## config.mk

```make
export PLATFORM = sky130hd
export DESIGN_NAME = hex_seg_decoder
export DESIGN_NICKNAME = d
export VERILOG_FILES = /design/src/rtl/hex_seg_decoder.sv
export SDC_FILE = /design/constraint.sdc
export NUM_CORES = 1
export LEC_CHECK = 0
export CAP_MARGIN = 5
export CORE_AREA = 10 10 47 49
export DETAILED_ROUTE_END_ITERATION = 10
export DIE_AREA = 0 0 57 59
export MAX_ROUTING_LAYER = met4
export PLACE_DENSITY_LB_ADDON = 0.12
export REMOVE_ABC_BUFFERS = 1
export SYNTH_ARGS = -nofsm -noshare
export SYNTH_HDL_FRONTEND = slang
export SYNTH_SLANG_ARGS = --single-unit
```

## constraint.sdc

```tcl
create_clock -name clk -period 1.5 [get_ports clk]
set_input_delay 0.375 -clock clk [delete_from_list [all_inputs] [get_ports clk]]
set_output_delay 0.375 -clock clk [all_outputs]
set_load 0.02 [all_outputs]
```

## src/rtl/hex_seg_decoder.sv

```systemverilog
// hex_seg_decoder: registered hex nibble to seven-segment drive with blanking and selectable polarity.
module hex_seg_decoder #(
  parameter bit ACTIVE_LOW = 1'b1
) (
  input  logic       clk,
  input  logic       rst,
  input  logic       en,
  input  logic [3:0] in,
  output logic [6:0] out
);
  localparam logic [6:0] BLANK = ACTIVE_LOW ? 7'h7f : 7'h00;
  logic [6:0] glyph;
  logic [6:0] out_d;
  // power-up value matches reset so the display is dark before the first reset
  logic [6:0] out_q = BLANK;
  always_comb begin
    glyph = 7'h00;
    case (in)
      4'h0: glyph = 7'h3f;
      4'h1: glyph = 7'h06;
      4'h2: glyph = 7'h5b;
      4'h3: glyph = 7'h4f;
      4'h4: glyph = 7'h66;
      4'h5: glyph = 7'h6d;
      4'h6: glyph = 7'h7d;
      4'h7: glyph = 7'h07;
      4'h8: glyph = 7'h7f;
      4'h9: glyph = 7'h6f;
      4'ha: glyph = 7'h77;
      4'hb: glyph = 7'h7c;
      4'hc: glyph = 7'h39;
      4'hd: glyph = 7'h5e;
      4'he: glyph = 7'h79;
      4'hf: glyph = 7'h71;
      default: glyph = 7'h00;
    endcase
  end
  assign out_d = ACTIVE_LOW ? ~(en ? glyph : 7'h00) : (en ? glyph : 7'h00);
  always_ff @(posedge clk) begin
    out_q <= rst ? BLANK : out_d;
  end
  assign out = out_q;
endmodule

```

==> results.toml <==
[routing]
postRouteAntennaNets = 0
routed_wl_um = 931
remaining_drc_errors = 0
vias = 386
via_per_inst = 4.65
dr.pass1.iters = 3
drt_iter0_markers = 2
wl_per_cell_um = 11.2

[worst_setup_path]
cp.required_ns = 1.63
worst_setup_path_start_kind = "input port"
cp-startpoint = "in[1]"
crit_type = "input port to flip-flop"
critPathMaxFanout = 3
arrival_ns = 1.52
endpoint = "out[1]"
crit_path_end_kind = "flip-flop"

[synthesis]
avgSynthCellArea_um2 = 9.98
synthCells = 42
synth_xor_xnor_area_share_pct = 0
ys_types = 18
synth.mux.area_fraction_pct = 7.16
synth_edf_count = 0
synth.area.top_cells = "dfxtp_1, ha_1, mux2i_1"
synth_top_area_share_pct = 33.4
synth_fa_ha_area_share_pct = 17.9
synth_top_family_by_area = "compound AO/OA/AOI/OAI gates"
synthSimpleGateAreaFrac_pct = 14.6
synth-seq-cells = 7
synth-compound-area-share_pct = 21.5
synthesis.area_um2 = 419
yosysSeqAreaShare_pct = 33.4
ys.flop_type = "dfxtp_1"
ys.warnings.count = 0
yosysTopAreaCell = "dfxtp_1"
synthArstFlopShare_pct = 0

[run_status]
status = "finished, final reports clean"

[flow_run]
maxCapViolations = 0

[timing]
setup_ws_ns = 0.107
fin_crit_sh_pct = 92.9
finalHoldViolations = 0
max_freq_ghz = 0.718
worst_slew_pin_slew_ns = 0.215
timing.final.crit_period_ns = 1.39
final_max_slew_viol_count = 0
setup-violations-final = 0
rsz0062_at_grt = "false"
slew_headroom_pct = 85.7

[floorplanning]
die_area_mm2 = 0.00336
start_util_pct = 29.9
dieWidth_um = 57
die_h_um = 59
core_mm2 = 0.00140
row_count = 14
io_pins = 14

[cts]
cts_setup_buffers = 0
cts_tree = "done"
numCtsBuffers = 3
ctsHoldBuffers = 0
clk_pin_slew_ns = 0.05
cts_sinks = 7
max-clock-path-buffers = 2
postCtsResizedCells = 7
clockRootBuffer = "clkbuf_4"
h-tree-depth = 1

[global_routing]
grt_max_degree = 14
grt_antenna_before_repair = 0
grt_pass1_wl_um = 1660
grt_use_total_pct = 6.42
grt_pass1_vias = 411
overflow = 0

[pwr]
power_density_mw_per_mm2 = 757
power_w = 0.000496
leakagePower_nw = 0.287
peakVddDrop_mv = 0.279

[layout]
largest_reg_flops = 7
syn_to_final_growth_pct = 56.4
fin_cells = 83
n_antenna_cell = 0
final_nets = 81
layout-drive-gt1-share_pct = 23.9
mostFrequentLayoutCell = "buf_4"
final_cell_mix = "buf_4, dfxtp_1, dlygate4sd2_1"

[placement]
hpwl_um = 796
io_buffer_count = 13
post-place-cells = 79
gp_congestion = 0.732
place_ws_ns = -0.169

[worst_hold_path]
hp-class = "input port to flip-flop"
hp-start = "en"
critical path: stages:
cell             delay [ns]
clkdlybuf4s50_1        0.47
inv_1                  0.08
ha_1                   0.27
nand2b_1               0.09
a21boi_1               0.16
o211ai_1               0.09
how the worst min path moves through the flow:
stage               depth (start not counted)      to
floorplan                                   1  out[3]
global route                                3  out[4]
detailed placement                          3  out[4]
CTS                                         3  out[1]
finish                                      3  out[1]
global placement                            3  out[1]
logic make-up (layout without fill, tap and decap cells):
family	after synthesis	count (layout)
adders and majority gates	6	6
AOI/OAI and AO/OA	11	11
buffers and inverters	4	29
DFF	7	7
muxes	3	3
and+or+nand+nor	11	11
metrics by stage:
| step | TNS (ns) | hold slack [ns] | util (%) | area (um2) |
|---|---|---|---|---|
| final | 0 | 0.866 | 46.8 | 656 |
| after global routing | 0 | 0.891 | 46.8 | 656 |
| after CTS | 0 | 0.866 | 46.8 | 656 |
| after detailed placement | -0.864 | 1.13 | 45.5 | 638 |
| after global placement | -0.798 | 1.13 | 45.5 | 638 |
| after floorplan | 0 | 0.498 | - | 408 |
cells in the mapped netlist, types with 2 or more instances:
master,n
a21boi_1,2
dfxtp_1,7
ha_1,6
inv_1,2
mux2i_1,3
nand2b_1,3
nand3_1,4
o211ai_1,4
o21ai_1,2
report_power, final:
part	total (W)	internal (W)	leakage (nW)	switching, W
sequential	0.000199	0.000197	0.0581	0.00000200
clock	0.000169	0.000101	0.0150	0.0000676
combinational	0.000128	0.0000661	0.214	0.0000616
layer usage:
metal	routed length, um	up-vias	track usage [%]	share of wire [%]
li1	-	199	-	-
met1	446	167	6.47	48
met2	371	15	9.15	40
met3	64	5	2.15	6.9
met4	49	0	7.05	5.3
met5	0	-	-	0
area by class of cell:
| class | count | area (um2) |
|---|---|---|
| well taps | 16 | 20.0 |
| multi-input cells | 31 | 256 |
| flip-flops and latches | 7 | 140 |
| inverters | 3 | 11.3 |
| repair buffers | 22 | 201 |
| fillers | 149 | 746 |
| clock buffers | 4 | 26.3 |
No activity file was read; power rests on OpenSTA's default activity.
